$ cat config.mk
export PLATFORM = sky130hd
export DESIGN_NAME = tank_shell
export DESIGN_NICKNAME = d
export VERILOG_FILES = /design/src/rtl/tank_shell.sv
export SDC_FILE = /design/constraint.sdc
export NUM_CORES = 1
export LEC_CHECK = 0
export ABC_AREA = 1
export BUFFER_PORTS_ARGS = -buffer_cell sky130_fd_sc_hd__buf_4
export CAP_MARGIN = 20
export CELL_PAD_IN_SITES_DETAIL_PLACEMENT = 0
export CELL_PAD_IN_SITES_GLOBAL_PLACEMENT = 1
export CORE_MARGIN = 1.5
export CORE_UTILIZATION = 35
export CTS_CLUSTER_DIAMETER = 120
export DETAILED_ROUTE_END_ITERATION = 10
export PLACE_DENSITY_LB_ADDON = 0.1
export SETUP_SLACK_MARGIN = 0.5
export SYNTH_ARGS = -nofsm -noshare
export SYNTH_HDL_FRONTEND = slang
export SYNTH_SLANG_ARGS = --single-unit
$ cat constraint.sdc
create_clock -name Clk -period 3.4 [get_ports Clk]
set_input_delay 0.51 -clock Clk [delete_from_list [all_inputs] [get_ports Clk]]
set_output_delay 0.51 -clock Clk [all_outputs]
set_load 0.03 [all_outputs]
$ cat src/rtl/tank_shell.sv
// Single-shell projectile controller for the enemy tank: launches from the tank
// centre, steps once per frame tick, retires on a screen edge or a hit, then cools down.
module tank_shell #(
  parameter logic [9:0] X_MAX           = 10'd639,
  parameter logic [9:0] Y_MAX           = 10'd479,
  parameter logic [9:0] TANK_SIZE       = 10'd32,
  parameter logic [9:0] SHELL_SIZE      = 10'd4,
  parameter logic [9:0] SPEED           = 10'd4,
  parameter logic [7:0] COOLDOWN_FRAMES = 8'd30
) (
  input  logic       Clk,
  input  logic       Reset,
  input  logic       frame_tick,
  input  logic       fire,
  input  logic [9:0] tank_X,
  input  logic [9:0] tank_Y,
  input  logic [2:0] tank_dir,
  input  logic       hit,
  input  logic [9:0] DrawX,
  input  logic [9:0] DrawY,
  output logic [9:0] shell_X,
  output logic [9:0] shell_Y,
  output logic [2:0] shell_dir,
  output logic       shell_active,
  output logic       fired,
  output logic       is_shell
);

  typedef enum logic [1:0] {IDLE, FLIGHT, COOLDOWN} state_t;

  localparam logic [9:0]  LAUNCH_OFS = (TANK_SIZE - SHELL_SIZE) >> 1;
  localparam logic [7:0]  CD_LAST    = (COOLDOWN_FRAMES == 8'd0) ? 8'd0 : COOLDOWN_FRAMES - 8'd1;
  localparam logic [10:0] SPEED_W    = {1'b0, SPEED};
  localparam logic [10:0] SIZE_W     = {1'b0, SHELL_SIZE};
  localparam logic [10:0] X_LIM      = {1'b0, X_MAX} + 11'd1;
  localparam logic [10:0] Y_LIM      = {1'b0, Y_MAX} + 11'd1;

  state_t      state_q;
  logic [9:0]  x_q, y_q;
  logic [2:0]  dir_q;
  logic        active_q, fired_q;
  logic [7:0]  cnt_q;

  logic [10:0] x_w, y_w;
  logic        at_edge;
  logic        dir_ok;

  assign x_w    = {1'b0, x_q};
  assign y_w    = {1'b0, y_q};
  assign dir_ok = (tank_dir >= 3'd1) && (tank_dir <= 3'd4);

  // Widened to 11 bits so a step past either border is detected rather than wrapped.
  always_comb begin
    at_edge = 1'b0;
    case (dir_q)
      3'd1:    at_edge = y_w < SPEED_W;
      3'd2:    at_edge = (x_w + SIZE_W + SPEED_W) > X_LIM;
      3'd3:    at_edge = x_w < SPEED_W;
      3'd4:    at_edge = (y_w + SIZE_W + SPEED_W) > Y_LIM;
      default: at_edge = 1'b1;
    endcase
  end

  always_ff @(posedge Clk) begin
    if (Reset) begin
      state_q  <= IDLE;
      x_q      <= '0;
      y_q      <= '0;
      dir_q    <= '0;
      active_q <= 1'b0;
      fired_q  <= 1'b0;
      cnt_q    <= '0;
    end else begin
      fired_q <= 1'b0;
      case (state_q)
        IDLE: begin
          if (fire && dir_ok) begin
            state_q  <= FLIGHT;
            fired_q  <= 1'b1;
            active_q <= 1'b1;
            dir_q    <= tank_dir;
            x_q      <= tank_X + LAUNCH_OFS;
            y_q      <= tank_Y + LAUNCH_OFS;
          end
        end
        FLIGHT: begin
          if (hit || (frame_tick && at_edge)) begin
            state_q  <= COOLDOWN;
            active_q <= 1'b0;
            cnt_q    <= '0;
          end else if (frame_tick) begin
            case (dir_q)
              3'd1:    y_q <= y_q - SPEED;
              3'd2:    x_q <= x_q + SPEED;
              3'd3:    x_q <= x_q - SPEED;
              default: y_q <= y_q + SPEED;
            endcase
          end
        end
        COOLDOWN: begin
          if (frame_tick) begin
            if (cnt_q == CD_LAST) begin
              state_q <= IDLE;
              cnt_q   <= '0;
            end else begin
              cnt_q <= cnt_q + 8'd1;
            end
          end
        end
        default: state_q <= IDLE;
      endcase
    end
  end

  assign shell_X      = x_q;
  assign shell_Y      = y_q;
  assign shell_dir    = dir_q;
  assign shell_active = active_q;
  assign fired        = fired_q;

  assign is_shell = active_q
                 && ({1'b0, DrawX} >= x_w) && ({1'b0, DrawX} <= x_w + SIZE_W - 11'd1)
                 && ({1'b0, DrawY} >= y_w) && ({1'b0, DrawY} <= y_w + SIZE_W - 11'd1);

endmodule

; Word-level counts from Yosys, hierarchy flattened
; Cells that the tools add are included.
[totals]
regBits = 35
elab_cells = 89
[classes]
bitwise_logic = 1
add_sub_neg = 13
n_reduce_logical = 19
n_lt_le_gt_ge = 10
n_eq_ne = 15
muxes = 24
[ops]
columns = op, count
row1 = one-hot mux 10 bit (2 select lines), 4
row2 = 2-to-1 mux 10 bit, 6
row3 = 2-to-1 mux 8 bit, 3
row4 = adder 10 x 3 -> 11 bit (second input constant), 2
row5 = adder 11 x 3 -> 11 bit (second input constant), 2
row6 = <= comparator 10 x 11 -> 1 bit, 2
row7 = subtractor 11 x 1 -> 11 bit (second input constant), 2
row8 = adder 10 x 3 -> 10 bit (second input constant), 2
row9 = adder 10 x 4 -> 10 bit (second input constant), 2
row10 = greater-or-equal comparator 10 bit, 2
row11 = less-than comparator 10 x 3 -> 1 bit (second input constant), 2
row12 = subtractor 10 x 3 -> 10 bit (second input constant), 2
row13 = one-hot mux 8 bit (2 select lines), 1
row14 = inequality test 2 bit (second input constant), 7
row15 = greater-than comparator 11 x 10 -> 1 bit (second input constant), 1
row16 = greater-than comparator 11 x 9 -> 1 bit (second input constant), 1
row17 = AND reduction 5 bit, 2
row18 = adder 8 x 1 -> 8 bit (second input constant), 1
row19 = equality test 8 x 5 -> 1 bit (second input constant), 1
row20 = 2-to-1 mux 2 bit, 4
row21 = logical AND 1 bit, 7
row22 = equality test 3 x 2 -> 1 bit (second input constant), 2
row23 = one-hot mux 2 bit (3 select lines), 1
row24 = AND reduction 3 bit, 2
row25 = 17 further kinds, 21

; Logic depth before layout (Yosys ltp)
; Gate-level depths: netlist of the first run.
[logic_depth]
word_depth = 8
mapped_depth = 23
mapped_depth_nobuf = 22

; Least setup slack after synthesis of the first run
; Ideal clock, no wire load.
[synth_timing]
path_type = register -> output
start = register x_q[4], in the netlist shell_X[4]
end = output port is_shell
required_time_ns = 2.890
arrival_ns = 2.911
path_slack_ns = -0.021
path_stages_with_launch = 17
path_cell_list = dfxtp_1 > ha_1 > nand3_2 > nand2_4 > nand4_1 > xor2_1 > ha_1 > nand2_1 > inv_1 > a221oi_1 > o21a_1 > nor2_1 > nor2_1 > o21ai_0 > nand2_1 > nand4_1 > nor2_1
[synth_via]
elab_chain_len = 6
elab_cells_between_ends = 8
[synth_lines]
columns = item, line
row1 = "start, declared", 39  ; logic [9:0] x_q, y_q;
row2 = "start signal, assigned", 82  ; x_q <= tank_X + LAUNCH_OFS;
row3 = "start signal, assigned", 94  ; 3'd2: x_q <= x_q + SPEED;
row4 = "start signal, assigned", 95  ; 3'd3: x_q <= x_q - SPEED;
row5 = adder 10 x 3 -> 11 bit, 122  ; && ({1'b0, DrawX} >= x_w) && ({1'b0, DrawX} <= x_w + SIZE_W - 11'd1)
row6 = subtractor 11 x 1 -> 11 bit, 122
row7 = <= comparator 10 x 11 -> 1 bit, 122
row8 = logical AND 1 bit (*), 122
row9 = logical AND 1 bit (*) (2 in a row), 123  ; && ({1'b0, DrawY} >= y_w) && ({1'b0, DrawY} <= y_w + SIZE_W - 11'd1);
row10 = "end, declared", 26  ; output logic is_shell
; Every way passes the cells marked *; elsewhere a longest branch is shown, timed or not.

; Worst setup path after layout of the first run
[layout_timing]
start = register x_q[2], in the netlist shell_X[2]
end = output port is_shell
; Same word-level chain as after synthesis.

==> results of run 1 <==
-- synth_stat cells (all sizes together) --
cell type / n / area share
clkbuf: 8 / 0.0069
a21oi: 60 / 0.072
o22ai: 1 / 0.0014
or2: 4 / 0.0057
nor3: 15 / 0.018
o31ai: 2 / 0.0034
nor4: 4 / 0.0057
a221oi: 1 / 0.0020
o211ai: 6 / 0.010
nand4: 10 / 0.018
nand3: 59 / 0.071
nand2: 162 / 0.16
nor3b: 3 / 0.0052
clkinv: 1 / 0.0011
o2111ai: 2 / 0.0040
o21bai: 2 / 0.0034
ha: 57 / 0.16
o32ai: 1 / 0.0020
o21a: 3 / 0.0052
nor2: 89 / 0.081
o21ai: 41 / 0.048
a32oi: 2 / 0.0040
inv: 73 / 0.063
a211oi: 1 / 0.0017
buf: 4 / 0.0063
xor2: 28 / 0.058
a31oi: 1 / 0.0014
nand3b: 4 / 0.0069
dfxtp: 35 / 0.16
a31o: 1 / 0.0020
and2: 1 / 0.0014
xnor2: 5 / 0.010
-- layer usage --
layer / track usage / vias up / wire length (µm)
met4: 0.0517 / 0 / 180
li1: - / 2485 / -
met2: 0.315 / 100 / 5720
met5: 0 / - / 0
met1: 0.314 / 2054 / 7100
met3: 0.0312 / 15 / 567
-- critical path: stages (launching register included) --
cell and delay (ns):
dfxtp_4 0.40, clkinvlp_4 0.19, nor3_4 0.21, nand2_1 0.13, nor2_4 0.14, xor2_1 0.16
ha_1 0.24, nand2_1 0.07, inv_2 0.05, a221oi_2 0.23, o21a_1 0.15, nor2_1 0.04
nor2_1 0.09, o21ai_1 0.06, nand2_1 0.07, nand4_1 0.14, nor2_4 0.12, buf_6 0.13
-- flip-flops by register name, summed over array words and instances, names as in the netlist --
| name | flops |
|---|---|
| shell_dir | 3 |
| fired | 1 |
| cnt_q | 8 |
| shell_X | 10 |
| shell_Y | 10 |
| shell_active | 1 |
| state_q | 2 |
-- power groups by stage --
stage / clock, µW / combinational, µW / sequential [µW]
global route: 519 / 1030 / 511
finish: 495 / 920 / 504
CTS: 507 / 866 / 504
global placement: 0 / 835 / 512
floorplan: 0 / 528 / 550
detailed placement: 0 / 831 / 513
-- per-stage QoR --
stage	cells	setup slack [ns]	hold WS [ns]	total power, µW	instance area [µm²]
2_1_floorplan	686	0.410	0.487	1080	4420
3_3_place_gp	921	0.165	0.505	1350	5160
3_5_place_dp	921	0.116	0.510	1340	5160
4_1_cts	936	0.00666	0.492	1880	5430
5_1_grt	951	-0.177	0.522	2060	5630
6_report	951	-0.0212	0.499	1920	5630
-- cells in the final DEF (no fill, tap or decap), types with 3 or more instances in the layout --
cell	n
a21oi_1	58
buf_4	99
clkbuf_16	5
dfxtp_1	24
dfxtp_2	5
dfxtp_4	6
ha_1	52
ha_4	4
inv_1	62
inv_2	10
nand2_1	140
nand2_2	13
nand2_4	9
nand3_1	54
nand3_2	5
nand3b_1	4
nand4_1	9
nor2_1	78
nor2_2	8
nor2_4	3
nor3_1	11
nor3_2	3
nor3b_1	3
o211ai_1	6
o21a_1	3
o21ai_0	33
o21ai_1	6
or2_2	4
xnor2_1	5
xor2_1	27
-- how the worst min path moves through the flow --
stage           startpoint            to  slack, ns  cells past startpoint
3_3_place_gp      cnt_q[7]      cnt_q[7]       0.51                      2
3_5_place_dp      cnt_q[7]      cnt_q[7]       0.51                      2
4_1_cts        tank_dir[0]  shell_dir[0]       0.49                      3
5_1_grt        tank_dir[0]  shell_dir[0]       0.52                      3
6_report       tank_dir[0]  shell_dir[0]       0.50                      3
2_1_floorplan     cnt_q[7]      cnt_q[7]       0.49                      2
-- repair_timing --
| item | in CTS | in global routing |
|---|---|---|
| gates resized for setup | 20 | 23 |
| hold buffers | 0 | 0 |
| setup buffers | 7 | 15 |
| endpoints found under the setup margin | 1 | 15 |
| pin swaps | 5 | 20 |
-- cells by family after synthesis --
family / synth area share
adders and majority gates: 0.164
and+or+nand+nor: 0.369
xor gates and xnor gates: 0.0680
DFF: 0.161
AOI/OAI and AO/OA: 0.161
buffers and inverters: 0.0772
-- final cells by class --
class	instances	area share
clock inverters	3	0.00400
multi-input cells	565	0.621
well taps	168	0.0373
inverters	74	0.0502
flip-flops and latches	35	0.130
clock buffers	5	0.0222
repair buffers	101	0.136
==> impl_metrics.ini, run 1 <==
[sta]
fmax_mhz = 292
timing.final.crit_period_ns = 3.42
setup_viol = 1
finalHoldViolations = 0
worst_slew_pin_slew_ns = 0.586
setup-tns-final_ns = -0.0212
worst_slack_ns = -0.0212
layout_worst_path_cycle_share = 1.01
grt_setup_unrepaired = true
slew_headroom = 0.609
clock_skew_ns = 0.0101
slew_violations = 0

[finish]
antenna_cells = 0
seqCellArea_um2 = 729
multi_input_area_um2 = 3490
area_delta_synth_final_pct = 29.1
nNetsFinal = 887
num-fill-cells = 1305
fin_util = 0.467
drive_above_1_share = 0.248

[drt]
drc = 0
viasPerCell = 4.89
drt-pass1-iter-count = 5
vias = 4654
post_drt_wl_per_cell_um = 14.3
postRouteWirelength_mm = 13.6
antenna_left = 0
drtIter0Drc = 336

[power_and_ir_drop]
p_int_uw = 1090
vdd_drop_max_uv = 172
p_clk_frac = 0.258
pwr-share-comb = 0.480
swShare = 0.434
power_switching_uw = 832
powerDensity_nw_per_um2 = 341
p_leak_uw = 0.00255
seq_power_share = 0.263

[setup_path]
crit_path_end = is_shell
worst-setup-path-type = reg -> out
critPathRequiredTime_ns = 2.89
critical_path.startpoint = shell_X[2]
rr_worst_depth = 20
r2r-start = shell_X[2]
crit_fanout = 4
crit_path_end_kind = output port
start_kind = register
r2r_setup_slack_ns = 0.78
cp.arrival_ns = 2.91
r2r_end = shell_X[7]

[floorplanning]
die_x_um = 115
fp-row-count = 40
die_h_um = 115
die_area_um2 = 13100
io-pin-count = 74
initial_core_util = 0.361
core-area_um2 = 12100

[clock_network]
cts.sinks = 35
cts_max_path_buffers = 2
cts_buffers = 5
h-tree-depth = 2
clk_latency_ns = 0.30
clk_pin_slew_ns = 0.06
cts_tree = yes
clockRootBuffer = clkbuf_16

[global_routing]
grt_pass1_vias = 4356
grt_overflow = 0
grt_pass1_wl_mm = 21.8
grt_max_degree = 24
antenna_found_initial = 0
grt_usage = 0.211

[hold_path]
hold_class = in -> reg

[yosys]
ys_warn_count = 0
synth_cell_types = 46
synth_cells = 686
syn-num-nets = 791
ys_ff_latch = 35
synthesis.area_um2 = 4360
synth-seq-area-share = 0.161
syn_area_per_cell_um2 = 6.35

[flow_run]
cap_violations = 0

[place]
gp_congestion = 0.853
dpl.hpwl_mm = 10.7
io_buffer_count = 73

[outcome]
violations = negative setup slack
outcome = complete, but fails checks
No activity file was read; power rests on OpenSTA's default activity.
==> run 2: changes to the inputs <==
--- a/config.mk
+++ b/config.mk
@@ -10,8 +10,9 @@
 export CAP_MARGIN = 20
 export CELL_PAD_IN_SITES_DETAIL_PLACEMENT = 0
 export CELL_PAD_IN_SITES_GLOBAL_PLACEMENT = 1
-export CORE_MARGIN = 1.5
+export CORE_MARGIN = 2
 export CORE_UTILIZATION = 35
+export CTS_BUF_LIST = sky130_fd_sc_hd__clkbuf_16
 export CTS_CLUSTER_DIAMETER = 120
 export DETAILED_ROUTE_END_ITERATION = 10
 export PLACE_DENSITY_LB_ADDON = 0.1
==> run 2 against run 1 <==
  * The run now ends clean
  * Sequential cell count unchanged
  * Critical path depth is 2 higher
  * Final cell count up 0.95%
  * Count of clock-buffer cells in the layout unchanged
  * Die area up 1.8%
  * Sequential power about the same
  * Clock skew decreased by 0.00066 ns
  * First-iteration DRC count fell by 33%
  * Register-to-register slack lost 0.07 ns
==> impl_metrics.ini, run 2 (synthesized netlist as in run 1, its figures left out) <==
[setup_path]
start_kind = register
critPathRequiredTime_ns = 2.89
rr_worst_depth = 21
crit_path_end_kind = output port
r2r_end = shell_X[3]
slowest_delay_ns = 0.38
r2r-start = shell_X[2]
crit_chain = ha_4 -> inv_1 -> nand2_2 -> nand2_4 -> nand2_1 -> nor2_2 -> xor2_1 -> ha_1 -> nand2_1 -> inv_2 -> a221oi_2 -> o21a_1 -> nor2_1 -> nor2_1 -> o21ai_1 -> nand2_1 -> nand4_1 -> nor2_4 -> buf_6
slowest_stage = dfxtp_4
cp_common_cell = nand2_1
crit_fanout = 6
worst-setup-path-type = reg -> out
r2r_setup_slack_ns = 0.71
cp.arrival_ns = 2.84

[floorplanning]
initial_core_util = 0.361
die_area_um2 = 13400
fp-row-count = 40
io-pin-count = 74
core-area_um2 = 12100
die_x_um = 116
die_h_um = 116

[place]
io_buffer_count = 73
dpl.hpwl_mm = 10.8
gp_congestion = 0.850
numPlacedInstances = 921
place_area_um2 = 5160

[finish]
fin_area_um2 = 5730
final_cell_mix = nand2_1 (138), buf_4 (106), nor2_1 (79)
fin_util = 0.475
area_delta_synth_final_pct = 31.5
nNetsFinal = 896
final_common_cell = nand2_1
drive_above_1_share = 0.256
seqCellArea_um2 = 727
num-fill-cells = 1239
instances_no_fill = 960
antenna_cells = 0
multi_input_area_um2 = 3520

[global_routing]
antenna_found_initial = 0
grt_usage = 0.208
grt_max_degree = 24
grt_overflow = 0
grt_pass1_vias = 4471
grt_pass1_wl_mm = 22.0

[sta]
grt_setup_unrepaired = true
fmax_mhz = 299
clock_skew_ns = 0.00942
slew_violations = 0
timing.final.crit_period_ns = 3.35
slew_headroom = 0.590
setup_viol = 0
layout_worst_path_cycle_share = 0.984
worst_slew_pin_slew_ns = 0.615
finalHoldViolations = 0

[clock_network]
cts_tree = yes
ctsHoldBuffers = 0
h-tree-depth = 2
clk_pin_slew_ns = 0.06
cts_max_path_buffers = 2
cts_buffers = 5
clk_latency_ns = 0.29
cts.sinks = 35
clockRootBuffer = clkbuf_16

[power_and_ir_drop]
vdd_drop_max_uv = 144
p_leak_uw = 0.00259
powerDensity_nw_per_um2 = 346

[hold_path]
hold_class = in -> reg
hold_depth = 3
min_to = shell_dir[0]
min_from = tank_dir[0]

[drt]
antenna_left = 0
vias = 4748
post_drt_wl_per_cell_um = 14.3
drtIter0Drc = 226
drc = 0
postRouteWirelength_mm = 13.7
viasPerCell = 4.95
drt-pass1-iter-count = 4

[outcome]
outcome = finished, final reports clean

[flow_run]
cap_violations = 0
==> run 2: repair_timing <==
| action | 4_1_cts | 5_1_grt |
|---|---|---|
| pin swaps | 6 | 23 |
| setup endpoints to repair | 1 | 17 |
| resized for setup | 17 | 27 |
| gates cloned | 0 | 2 |
| setup buffers | 7 | 22 |
==> run 2: worst max path at each step <==
stage | startpoint | to | slack (ns) | depth (start not counted)
final | shell_X[3] | is_shell | 0.05 | 19
after CTS | shell_X[2] | is_shell | 0.008 | 17
after global routing | shell_X[3] | is_shell | -0.21 | 15
after global placement | shell_X[4] | is_shell | 0.17 | 16
after floorplan | shell_X[3] | is_shell | 0.41 | 14
after detailed placement | shell_Y[2] | is_shell | 0.16 | 15
==> run 2: area by class of cell <==
cell class,instances,share of cell area
sequential,35,0.127
multi-input combinational,567,0.615
timing repair buffer,108,0.143
tap,168,0.0367
inverter,74,0.0498
clock buffer,5,0.0218
clock inverter,3,0.00742
==> run 2: stage by stage <==
step | setup TNS, ns | hold WS, ns | setup slack [ns] | total power, µW
after floorplan | 0 | 0.487 | 0.410 | 1080
after global placement | 0 | 0.506 | 0.169 | 1350
after detailed placement | 0 | 0.517 | 0.156 | 1350
after CTS | 0 | 0.496 | 0.00834 | 1930
after global routing | -0.207 | 0.522 | -0.207 | 2130
final | 0 | 0.497 | 0.0529 | 1980
==> run 2: critical path: cells and delay by family, from the launching register on <==
kind | cells | cell delay [ns]
DFF | 1 | 0.38
and+or+nand+nor | 10 | 0.91
AOI/OAI and AO/OA | 3 | 0.41
buffers and inverters | 3 | 0.24
adders and majority gates | 2 | 0.43
xor gates and xnor gates | 1 | 0.18
==> run 2: where the power goes <==
group,total [µW],switching [µW],leakage [µW],internal [µW]
Combinational,934,561,0.00222,373
Sequential,504,57.4,0.000292,446
Clock,544,197,0.0000818,346
Total,1980,816,0.00259,1170
==> run 2: routing by layer <==
| layer | wire [µm] | part of all wire | GRT usage |
|---|---|---|---|
| met1 | 7170 | 0.52 | 0.315 |
| met2 | 5740 | 0.42 | 0.307 |
| met3 | 661 | 0.048 | 0.0319 |
| met4 | 176 | 0.013 | 0.0482 |
| met5 | 0 | 0 | 0 |
